**src/rtl/dytr_pkg.sv**
```systemverilog
// Shared types and constants for the DyTR3 sequencing controller.
package dytr_pkg;

    typedef enum logic [1:0] {
        ST_NORM = 2'd0,
        ST_TTR  = 2'd1,
        ST_REC  = 2'd2,
        ST_FAIL = 2'd3
    } dytr_state_t;

    localparam logic [1:0] PH0 = 2'b00;
    localparam logic [1:0] PH1 = 2'b01;
    localparam logic [1:0] PH2 = 2'b10;

    // Width of a counter that must hold 0..max_retry inclusive.
    function automatic int retry_w(input int max_retry);
        return (max_retry < 1) ? 1 : $clog2(max_retry + 1);
    endfunction

endpackage

```
**src/rtl/dytr_rec_timer.sv**
```systemverilog
// Loadable down-counter timing one recovery episode; done is high while the count is zero.
// load has priority over en; the count saturates at zero.
module dytr_rec_timer #(
    parameter int W = 2
) (
    input  logic         clk,
    input  logic         reset,
    input  logic         i_load,
    input  logic         i_en,
    input  logic [W-1:0] i_load_val,
    output logic         o_done
);

    logic [W-1:0] r_cnt;

    always_ff @(posedge clk) begin
        if (reset) begin
            r_cnt <= '0;
        end else if (i_load) begin
            r_cnt <= i_load_val;
        end else if (i_en && (r_cnt != '0)) begin
            r_cnt <= r_cnt - 1'b1;
        end
    end

    assign o_done = (r_cnt == '0);

endmodule

```
**src/rtl/dytr_seq_ctrl.sv**
```systemverilog
// DyTR3 sequencer: normal / triple-time-redundant execution with bounded rollback retry.
// All outputs registered (one-cycle latency from inputs); a started triple always completes.
module dytr_seq_ctrl
    import dytr_pkg::*;
#(
    parameter int REC_CYCLES = 4,
    parameter int MAX_RETRY  = 2
) (
    input  logic                          clk,
    input  logic                          reset,
    input  logic                          userMode,
    input  logic                          userFetch,
    input  logic                          fail,
    output logic                          modeS,
    output logic                          fetchA,
    output logic [1:0]                    ctr,
    output logic                          errFlag,
    output logic                          userFail,
    output logic [retry_w(MAX_RETRY)-1:0] retryCnt
);

    localparam int RW = retry_w(MAX_RETRY);
    localparam int TW = (REC_CYCLES > 1) ? $clog2(REC_CYCLES) : 1;
    localparam logic [RW-1:0] MAX_R  = RW'(MAX_RETRY);
    localparam logic [TW-1:0] REC_LD = TW'(REC_CYCLES - 1);

    dytr_state_t   r_state, w_state_nx;
    logic [1:0]    r_ctr, w_ctr_nx;
    logic          r_modeS, w_modeS_nx;
    logic          r_fetchA, w_fetchA_nx;
    logic          r_err, w_err_nx;
    logic          r_ufail, w_ufail_nx;
    logic [RW-1:0] r_retry, w_retry_nx;
    logic          w_tmr_load, w_tmr_en, w_tmr_done;

    dytr_rec_timer #(.W(TW)) u_rec_timer (
        .clk        (clk),
        .reset      (reset),
        .i_load     (w_tmr_load),
        .i_en       (w_tmr_en),
        .i_load_val (REC_LD),
        .o_done     (w_tmr_done)
    );

    always_ff @(posedge clk) begin
        if (reset) begin
            r_state  <= ST_NORM;
            r_ctr    <= PH0;
            r_modeS  <= 1'b0;
            r_fetchA <= 1'b0;
            r_err    <= 1'b0;
            r_ufail  <= 1'b0;
            r_retry  <= '0;
        end else begin
            r_state  <= w_state_nx;
            r_ctr    <= w_ctr_nx;
            r_modeS  <= w_modeS_nx;
            r_fetchA <= w_fetchA_nx;
            r_err    <= w_err_nx;
            r_ufail  <= w_ufail_nx;
            r_retry  <= w_retry_nx;
        end
    end

    always_comb begin
        w_state_nx  = r_state;
        w_ctr_nx    = PH0;
        w_modeS_nx  = r_modeS;
        w_fetchA_nx = 1'b0;
        w_err_nx    = 1'b0;
        w_ufail_nx  = r_ufail;
        w_retry_nx  = r_retry;
        w_tmr_load  = 1'b0;
        w_tmr_en    = 1'b0;
        unique case (r_state)
            ST_NORM: begin
                w_modeS_nx = 1'b0;
                if (userMode) begin
                    w_state_nx = ST_TTR;
                    w_modeS_nx = 1'b1;
                end else begin
                    w_fetchA_nx = userFetch;
                end
            end
            ST_TTR: begin
                w_modeS_nx = 1'b1;
                // Priority: illegal phase recovery, then fail, then commit, then advance.
                if (r_ctr == 2'b11) begin
                    w_ctr_nx = PH0;
                end else if (fail && (r_ctr != PH0)) begin
                    if (r_retry < MAX_R) begin
                        w_state_nx = ST_REC;
                        w_retry_nx = r_retry + 1'b1;
                        w_err_nx   = 1'b1;
                        w_tmr_load = 1'b1;
                    end else begin
                        w_state_nx = ST_FAIL;
                        w_ufail_nx = 1'b1;
                    end
                end else if (r_ctr == PH2) begin
                    w_fetchA_nx = 1'b1;
                    w_retry_nx  = '0;
                    if (!userMode) begin
                        w_state_nx = ST_NORM;
                        w_modeS_nx = 1'b0;
                    end
                end else begin
                    w_ctr_nx = r_ctr + 2'd1;
                end
            end
            ST_REC: begin
                w_modeS_nx = 1'b1;
                w_tmr_en   = 1'b1;
                if (w_tmr_done) begin
                    w_state_nx = ST_TTR;
                end else begin
                    w_err_nx = 1'b1;
                end
            end
            ST_FAIL: begin
                w_modeS_nx = 1'b1;
                w_ufail_nx = 1'b1;
            end
            default: w_state_nx = ST_NORM;
        endcase
    end

    assign modeS    = r_modeS;
    assign fetchA   = r_fetchA;
    assign ctr      = r_ctr;
    assign errFlag  = r_err;
    assign userFail = r_ufail;
    assign retryCnt = r_retry;

endmodule

```
**config.mk**
```make
export PLATFORM = sky130hd
export DESIGN_NAME = dytr_seq_ctrl
export DESIGN_NICKNAME = d
export VERILOG_FILES = /design/src/rtl/dytr_pkg.sv /design/src/rtl/dytr_rec_timer.sv /design/src/rtl/dytr_seq_ctrl.sv
export SDC_FILE = /design/constraint.sdc
export NUM_CORES = 1
export LEC_CHECK = 0
export ABC_AREA = 1
export BUFFER_PORTS_ARGS = -buffer_cell sky130_fd_sc_hd__buf_2
export CAP_MARGIN = 20
export CELL_PAD_IN_SITES_DETAIL_PLACEMENT = 1
export CELL_PAD_IN_SITES_GLOBAL_PLACEMENT = 2
export CORE_UTILIZATION = 32
export DETAILED_ROUTE_END_ITERATION = 10
export PLACE_DENSITY = 0.77
export REMOVE_ABC_BUFFERS = 1
export SLEW_MARGIN = 40
export SYNTH_ARGS = -nofsm -noshare
export SYNTH_HDL_FRONTEND = slang
export SYNTH_SLANG_ARGS = --single-unit
```
**constraint.sdc**
```tcl
create_clock -name clk -period 2 [get_ports clk]
set_input_delay 0.2 -clock clk [delete_from_list [all_inputs] [get_ports clk]]
set_output_delay 0.2 -clock clk [all_outputs]
set_load 0.005 [all_outputs]
```
Word-level counts from Yosys, hierarchy flattened
Cells that the tools add are included.
{"block": "op_classes", "n_addsub": 3, "n_lt_le_gt_ge": 1, "eq_ne": 13, "mux": 34, "n_bitwise": 2, "n_reduce_logical": 15}
{"operator": "$mux W2", "count": 11}
{"operator": "$mux W1", "count": 18}
{"operator": "$reduce_bool A2 Y1", "count": 5}
{"operator": "$eq A2 B2 Y1 const B", "count": 4}
{"operator": "$ne A2 B2 Y1 const B", "count": 4}
{"operator": "$reduce_and A4 Y1", "count": 2}
{"operator": "$ne A3 B3 Y1 const B", "count": 2}
{"operator": "$pmux W1 S2", "count": 3}
{"operator": "$pmux W2 S3", "count": 1}
{"operator": "$reduce_and A6 Y1", "count": 1}
{"operator": "$reduce_or A5 Y1", "count": 1}
{"operator": "$add A2 B1 Y2 const B", "count": 2}
{"operator": "$logic_not A2 Y1", "count": 2}
{"operator": "$ne A2 B1 Y1 const B", "count": 2}
{"operator": "$pmux W1 S3", "count": 1}
{"operator": "$reduce_bool A3 Y1", "count": 1}
{"operator": "$eq A2 B1 Y1 const B", "count": 1}
{"operator": "$logic_and A1 B1 Y1", "count": 2}
{"operator": "$lt A2 B2 Y1 const B", "count": 1}
{"operator": "$not A1 Y1", "count": 2}
{"operator": "$reduce_or A2 Y1", "count": 1}
{"operator": "$sub A2 B1 Y2 const B", "count": 1}
{"block": "totals", "regBits": 12, "input_bits": 5, "output_inout_bits": 8, "word_cells": 76}

Logic depth before layout (Yosys ltp)
Gate-level depths: netlist of the first run.
{"block": "depth", "depth_word": 6, "ltp_mapped": 9, "ltp_nobuf": 9}

Hierarchy
From an unflattened synthesis of the first run, not the netlist that was laid out.
{"block": "hier_totals", "hier_cells": 113, "area_unflattened_um2": 759.5}
{"mod": "dytr_seq_ctrl", "instances": 1, "cells_per_inst": 88, "area_per_inst_um2": 619.3, "seq_area_each_um2": 200.2}
{"mod": "dytr_rec_timer", "instances": 1, "cells_per_inst": 25, "area_per_inst_um2": 140.1, "seq_area_each_um2": 40.0}

Worst setup path before layout of the first run
Ideal clock, no wire load.
{"block": "synth_timing", "path_kind": "reg2reg", "from": "register r_ctr[0], in the netlist ctr[0]", "to": "register r_state[1]", "setup_time_ns": 0.113, "arrival_ns": 1.176, "setup_slack_ns": 0.711, "stages_incl_launch_ff": 9, "n_path_buf": 0, "path_cell_list": "dfxtp_1 -> inv_1 -> ha_1 -> nor2_4 -> nor2_4 -> nor2_4 -> nand3_1 -> nand2_1 -> nor2_1"}
{"block": "synth_via", "elab_chain_cells": 5, "word_cells_on_any_way": 11}
{"element": "start: declaration", "line_no": "dytr_seq_ctrl.sv:28", "rtl": "logic [1:0] r_ctr, w_ctr_nx;"}
{"element": "start signal: assignment", "line_no": "dytr_seq_ctrl.sv:56", "rtl": "r_ctr <= w_ctr_nx;"}
{"element": "$reduce_bool A2 Y1", "line_no": "dytr_seq_ctrl.sv:90", "rtl": "end else if (fail && (r_ctr != PH0)) begin"}
{"element": "$logic_and A1 B1 Y1", "line_no": "dytr_seq_ctrl.sv:90"}
{"element": "$mux W2", "line_no": "dytr_seq_ctrl.sv:90"}
{"element": "$mux W2", "line_no": "dytr_seq_ctrl.sv:88", "rtl": "if (r_ctr == 2'b11) begin"}
{"element": "$pmux W2 S3", "line_no": "dytr_seq_ctrl.sv:75", "rtl": "unique case (r_state)"}
{"element": "end signal: assignment", "line_no": "dytr_seq_ctrl.sv:55", "rtl": "r_state <= w_state_nx;"}
{"element": "end: declaration", "line_no": "dytr_seq_ctrl.sv:27", "rtl": "dytr_state_t r_state, w_state_nx;"}
Several ways; a longest one is shown, not always the timed one. The select of a mux whose other input is x is not followed.
A chain may end at the register's enable or synchronous reset.

Worst setup path after layout of the first run
{"block": "layout_timing", "from": "register r_state[0]", "to": "register r_state[1]"}
{"block": "layout_via", "elab_chain_cells": 3, "word_cells_on_any_way": 11}
{"element": "$eq A2 B1 Y1, or another cell as far along", "line_no": "dytr_seq_ctrl.sv:75"}
{"element": "$ne A3 B3 Y1 (no source line), or another cell as far along"}
{"element": "$reduce_and A6 Y1 (no source line)"}
Several ways; a longest one is shown, not always the timed one.

==> results.tsv, run 1 <==
stage	metric	value	unit
logic_synthesis	synth-async-reset-ratio	0	
global_route	grt_pass1_wl	2600	µm
logic_synthesis	synthFlopType	dfxtp_1	
placed_design	placed_area	790	µm²
routing	routed_via_density	4.54	
logic_synthesis	syn_area	703	µm²
logic_synthesis	yosysTopAreaCell	dfxtp_1	
critical_path	r2r_cells	8	
cts	htreeDepth	1	
floorplanning	rows	16	
cts	cts_tree	built	
sta	grt_setup_unrepaired	false	
sta	setup_viol	0	
routing	drtIter0Drc	5	
logic_synthesis	ys_seq_area_frac	0.342	
critical_path	crit_fanout	5	
critical_path	worstSetupPathType	flip-flop to flip-flop	
finish	drive_gt1_frac	0.231	
floorplanning	initial_core_util	0.348	
cts	cts_sinks	12	
routing	drc	0	
critical_path	cp-end-kind	flip-flop	
hold_path	hp-class	input port to flip-flop	
sta	skew	0.00197	ns
finish	fin_nets	122	
routing	drt_wl_total	1450	µm
cts	hold_buffers	0	
critical_path	crit_end	r_state[1]	
global_route	grt_overflow_total	0	
routing	routedWlPerCell	10.8	µm
power_and_ir_drop	seqPwrFrac	0.356	
outcome	outcome	complete, no violations	
critical_path	cp.arrival	1.58	ns
logic_synthesis	ys_ff_latch	12	
critical_path	cp_slowest_cell	dfxtp_1	
sta	maxSlewHeadroom	0.773	
critical_path	path_common_cell	nand2_1	
critical_path	timing.rr.start	r_state[0]	
finish	finish.utilization	0.408	
global_route	grt_antenna_before_repair	0	
floorplanning	io-pin-count	13	
global_route	grt_max_degree	10	
global_route	grt_pass1_vias	617	
critical_path	path_cells	inv_1, ha_1, nand2_1, nand3_2, nor2_4, nand3_1, nand2_1, nor2_1	
logic_synthesis	ys_warn_count	0	
floorplanning	core	2020	µm²
power_and_ir_drop	switching_share	0.401	
cts	cts_root_buffer	clkbuf_4	
critical_path	setup.worst_path.start	r_state[0]	
finish	final_area	826	µm²
floorplanning	die_x	48.9	µm
logic_synthesis	ys_top_cells_by_count	nand2_1, inv_1, nor2_1	
power_and_ir_drop	pwr-share-clk	0.214	
power_and_ir_drop	p_int	0.562	mW
finish	multi_input_comb_area	403	µm²
flow_run	max_cap_violations	0	
logic_synthesis	yosysUniqueCellTypes	20	
critical_path	r2r_end	r_state[1]	
finish	fill_cells	284	
placed_design	gp_congestion	0.725	
floorplanning	fp.dieH	48.9	µm
power_and_ir_drop	peakVddDrop	0.350	mV
logic_synthesis	syn_area_per_cell	7.56	µm²
sta	setup_tns	0	ns
routing	ant_nets	0	
cts	worstSkewPairLatency	0.28	ns
placed_design	place_hpwl	1150	µm
floorplanning	dieArea	2390	µm²
finish	regArea	240	µm²
routing	vias	613	
logic_synthesis	syn_inst	93	
cts	cts_setup_buffers	0	
power_and_ir_drop	p_per_area	1140	nW/µm²
sta	fin_crit	1.39	ns
finish	antenna_cells	0	
critical_path	r2r_slack	0.61	ns
logic_synthesis	synth_edf_count	0	
logic_synthesis	synth_top_area_frac	0.342	
sta	post-route-period-util	0.697	
logic_synthesis	synth.most_common_cell	nand2_1	
power_and_ir_drop	total_power	0.938	mW
power_and_ir_drop	switching_power	0.376	mW
finish	syn_to_final_growth	17.4	%
cts	numCtsBuffers	3	
power_and_ir_drop	p_comb_frac	0.430	
cts	cts_buffer_depth	2	
sta	maxSlewViolCount	0	
power_and_ir_drop	p_leak	0.394	nW
logic_synthesis	synth.area.top_cells	dfxtp_1, ha_1, nand2_1, inv_1, nor2_1	
global_route	track_usage	0.142	
critical_path	crit_required	2.18	ns
cts	post_cts_resized	0	
critical_path	cpPeakStageDelay	0.39	ns
cts	clkTransAtPathRegs	0.08	ns
critical_path	startpoint_type	flip-flop	
placed_design	port_buffers	12	
routing	dr.pass1.iters	3	
sta	tightest_slew	0.340	ns
sta	clock.fmax	0.717	GHz
sta	hold_violations	0	
==> area by class of cell <==
cell class,count,share of cell area
Sequential cell,12,0.291
Timing Repair Buffer,12,0.0727
Inverter,14,0.0636
Clock buffer,4,0.0439
Multi-Input combinational cell,66,0.488
Tap cell,27,0.0409
==> critical path, delay by kind of cell, from the launching register on <==
family	cells	cell delay, ns
flops	1	0.39
fa+ha+maj	1	0.21
simple gates	6	0.62
buf+inv	1	0.08
==> power groups by stage <==
stage | clock network [mW] | registers (mW) | logic, mW
global route | 0.211 | 0.343 | 0.467
floorplan | 0 | 0.338 | 0.304
global placement | 0 | 0.339 | 0.401
detailed placement | 0 | 0.341 | 0.407
CTS | 0.205 | 0.336 | 0.414
finish | 0.200 | 0.334 | 0.403
==> worst min-delay path by stage <==
stage,from,end,slack [ns],cells past startpoint
finish,reset,u_rec_timer.r_cnt[1],0.12,2
CTS,reset,u_rec_timer.r_cnt[0],0.11,2
global route,reset,u_rec_timer.r_cnt[1],0.12,2
global placement,reset,u_rec_timer.r_cnt[0],0.40,2
detailed placement,reset,u_rec_timer.r_cnt[1],0.41,2
floorplan,reset,u_rec_timer.r_cnt[0],0.27,1
==> metrics by stage <==
step	instances	hold slack [ns]	setup slack, ns
floorplan	92	0.269	0.711
global placement	131	0.405	0.616
detailed placement	131	0.410	0.600
CTS	135	0.112	0.588
global route	135	0.125	0.460
finish	135	0.117	0.605
==> sequential cells by signal, indices dropped and copies added (netlist names) <==
| register | flops |
|---|---|
| retryCnt | 2 |
| ctr | 2 |
| fetchA | 1 |
| errFlag | 1 |
| u_rec_timer.r_cnt | 2 |
| r_state | 2 |
| userFail | 1 |
| modeS | 1 |
==> layer usage <==
metal	global-route usage	vias to the layer above	part of all wire
met5	0	-	0
met4	0.0588	0	0.016
met3	0.0280	4	0.034
met2	0.248	11	0.45
met1	0.168	277	0.50
li1	-	321	-
==> layout by cell type, fill, tap and decap left out, drive strengths merged <==
cell	synthesis	layout
nand2	18	18
xnor2	1	1
buf	1	12
inv	14	14
xor2	1	1
nand4	1	1
o21ai	3	3
nor2	17	17
dfxtp	12	12
o22ai	1	1
ha	8	8
nor3	1	1
a21oi	8	8
clkbuf	0	4
nand3	7	7
==> cells by family after synthesis <==
group / count (synthesis) / synth area share
AO/OA/AOI/OAI: 12 / 0.0925
XOR/XNOR: 2 / 0.0249
adder cells (fa/ha/maj): 8 / 0.142
buffers and inverters: 15 / 0.0854
flip-flops: 12 / 0.342
AND/OR/NAND/NOR: 44 / 0.313
No activity file was read; power rests on OpenSTA's default activity.
==> inputs of run 2 (changes only) <==
- CORE_ASPECT_RATIO: default -> 2
- CORE_UTILIZATION: 32 -> 26
- PLACE_DENSITY: 0.77 -> 0.67
- clock period: 2 -> 1.2 ns (I/O delays scaled with it)
==> run 2 against run 1 <==
Global-route usage grew 2.5 points. The run now ends with negative setup slack left. Setup slack lost 0.62 ns. Sequential power grew 83%. Clock power grew 130%. Worst hold slack lost 0.044 ns. Maximum frequency grew 15%.
==> results.tsv, run 2 (same netlist as run 1, synthesis figures left out) <==
stage	metric	value	unit	change
outcome	outcome	finished, violations left		
outcome	violations	negative setup slack		
finish	antenna_cells	0		unchanged
sta	post-route-period-util	1.01		+0.317
critical_path	worst-path-buf-inv	1		unchanged
routing	ant_nets	0		unchanged
global_route	grt_antenna_before_repair	0		unchanged
routing	routed_via_density	4.64		+2.1%
cts	numCtsBuffers	3		unchanged
global_route	track_usage	0.167		+0.0254
sta	fin_ws	-0.0176	ns	-0.623 ns
critical_path	cpPeakStageDelay	0.37	ns	-0.02 ns
finish	instances_no_fill	162		+20%
sta	grt_setup_unrepaired	true		
finish	regArea	256	µm²	+6.8%
routing	routedWlPerCell	13.8	µm	+29%
hold_path	whs_endpoint	u_rec_timer.r_cnt[0]		
routing	vias	751		+23%
floorplanning	die_x	38.8	µm	-21%
cts	htreeDepth	1		unchanged
floorplanning	initial_core_util	0.274		-0.0742
global_route	grt_pass1_wl	3350	µm	+29%
sta	maxSlewViolCount	0		unchanged
power_and_ir_drop	total_power	2.36	mW	+150%
floorplanning	io-pin-count	13		unchanged
finish	syn_to_final_growth	73.5	%	
finish	fin_nets	148		+21%
flow_run	max_cap_violations	0		unchanged
routing	drtIter0Drc	7		+2
floorplanning	rows	26		+10
routing	drt_wl_total	2240	µm	+54%
cts	cts_buffer_depth	2		unchanged
cts	worstSkewPairLatency	0.24	ns	-0.04 ns
power_and_ir_drop	p_leak	0.553	nW	+40%
finish	multi_input_comb_area	541	µm²	+34%
critical_path	timing.rr.start	ctr[0]		
placed_design	pre_cts_slack	-0.172	ns	-0.772 ns
critical_path	path_common_cell	nor2_4		
placed_design	dp.cells	148		+13%
floorplanning	fp.dieH	75.5	µm	+55%
power_and_ir_drop	peakVddDrop	1.01	mV	+190%
finish	drive_gt1_frac	0.627		+0.395
placed_design	gp_congestion	0.736		+1.5%
cts	cts_sinks	12		unchanged
critical_path	crit_fanout	4		-1
sta	fin_crit	1.22	ns	-0.177 ns
floorplanning	dieArea	2930	µm²	+23%
sta	hold_violations	0		unchanged
power_and_ir_drop	p_per_area	1930	nW/µm²	+70%
critical_path	r2r_end	r_state[0]		
finish	final_common_cell	buf_4		
routing	drc	0		unchanged
global_route	grt_max_degree	8		-2
critical_path	r2r_slack	-0.02	ns	-0.62 ns
placed_design	place_hpwl	1600	µm	+39%
global_route	grt_overflow_total	0		unchanged
placed_design	port_buffers	12		unchanged
routing	dr.pass1.iters	2		-1
sta	setup_viol	7		+7
critical_path	cp_slowest_cell	dfxtp_4		
critical_path	startpoint_type	flip-flop		
hold_path	hold_depth	2		unchanged
finish	fill_cells	318		+12%
sta	holdWs	0.0736	ns	-0.0438 ns
critical_path	worstSetupPathType	flip-flop to flip-flop		
sta	clock.fmax	0.821	GHz	+15%
global_route	grt_pass1_vias	738		+20%
cts	cts_tree	built		
hold_path	min_from	reset		
critical_path	critPathTopFamily	simple AND/OR/NAND/NOR gates		
sta	skew	0.000579	ns	-0.00140 ns
critical_path	cp-end-kind	flip-flop		
critical_path	path_cells	inv_4, ha_4, nor2_4, nor2_4, nor2_4, nand2_2, nand2_2, nor2_1		
sta	tightest_slew	0.242	ns	-0.0981 ns
hold_path	hp-class	input port to flip-flop		
critical_path	r2r_cells	8		unchanged
sta	maxSlewHeadroom	0.838		+0.0648
cts	clkTransAtPathRegs	0.06	ns	-0.02 ns
cts	cts_root_buffer	clkbuf_8		
sta	setup_tns	-0.0795	ns	-0.0795 ns
critical_path	cp.arrival	1.36	ns	-0.22 ns
cts	hold_buffers	0		unchanged
floorplanning	core	2570	µm²	+27%
critical_path	crit_required	1.34	ns	-0.84 ns
finish	layout_common_cells	buf_4, buf_2, nand2_1		
run 2: worst max path at each step:
stage               startpoint         end  slack, ns  depth (start not counted)
floorplan               ctr[0]  r_state[1]      -0.09                          8
global placement        ctr[1]  r_state[0]      -0.16                          8
detailed placement      ctr[0]  r_state[0]      -0.17                          8
CTS                 r_state[0]  r_state[0]      -0.05                          8
global route            ctr[0]  r_state[0]      -0.11                          7
finish                  ctr[0]  r_state[0]      -0.02                          8
run 2: timing repair:
item | 4_1_cts | 5_1_grt
resized for setup | 32 | 22
setup buffers | 5 | 5
setup endpoints to repair | 11 | 12
pin swaps | 12 | 9
run 2: per-layer routing:
metal | vias to the layer above | routed length [µm] | GRT usage | share of wire
met1 | 359 | 752 | 0.157 | 0.34
li1 | 376 | - | - | -
met4 | 0 | 34 | 0.0690 | 0.015
met5 | - | 0 | 0 | 0
met2 | 12 | 1410 | 0.335 | 0.63
met3 | 4 | 49 | 0.0175 | 0.022
run 2: power breakdown:
group / total [mW] / switching [mW] / internal [mW] / leakage, nW
Sequential: 0.612 / 0.103 / 0.509 / 0.101
Combinational: 1.28 / 0.633 / 0.649 / 0.423
Clock: 0.465 / 0.174 / 0.291 / 0.0288
run 2: final cells by class:
| cell class | count | share of cell area |
|---|---|---|
| Multi-Input combinational cell | 66 | 0.443 |
| Timing Repair Buffer | 38 | 0.222 |
| Inverter | 14 | 0.0513 |
| Sequential cell | 12 | 0.210 |
| Clock buffer | 4 | 0.0451 |
| Tap cell | 28 | 0.0287 |
run 2: metrics by stage:
| stage | util | instance area, µm² |
|---|---|---|
| floorplan | - | 696 |
| global route | 0.475 | 1220 |
| CTS | 0.432 | 1110 |
| global placement | 0.354 | 911 |
| finish | 0.475 | 1220 |
| detailed placement | 0.354 | 911 |
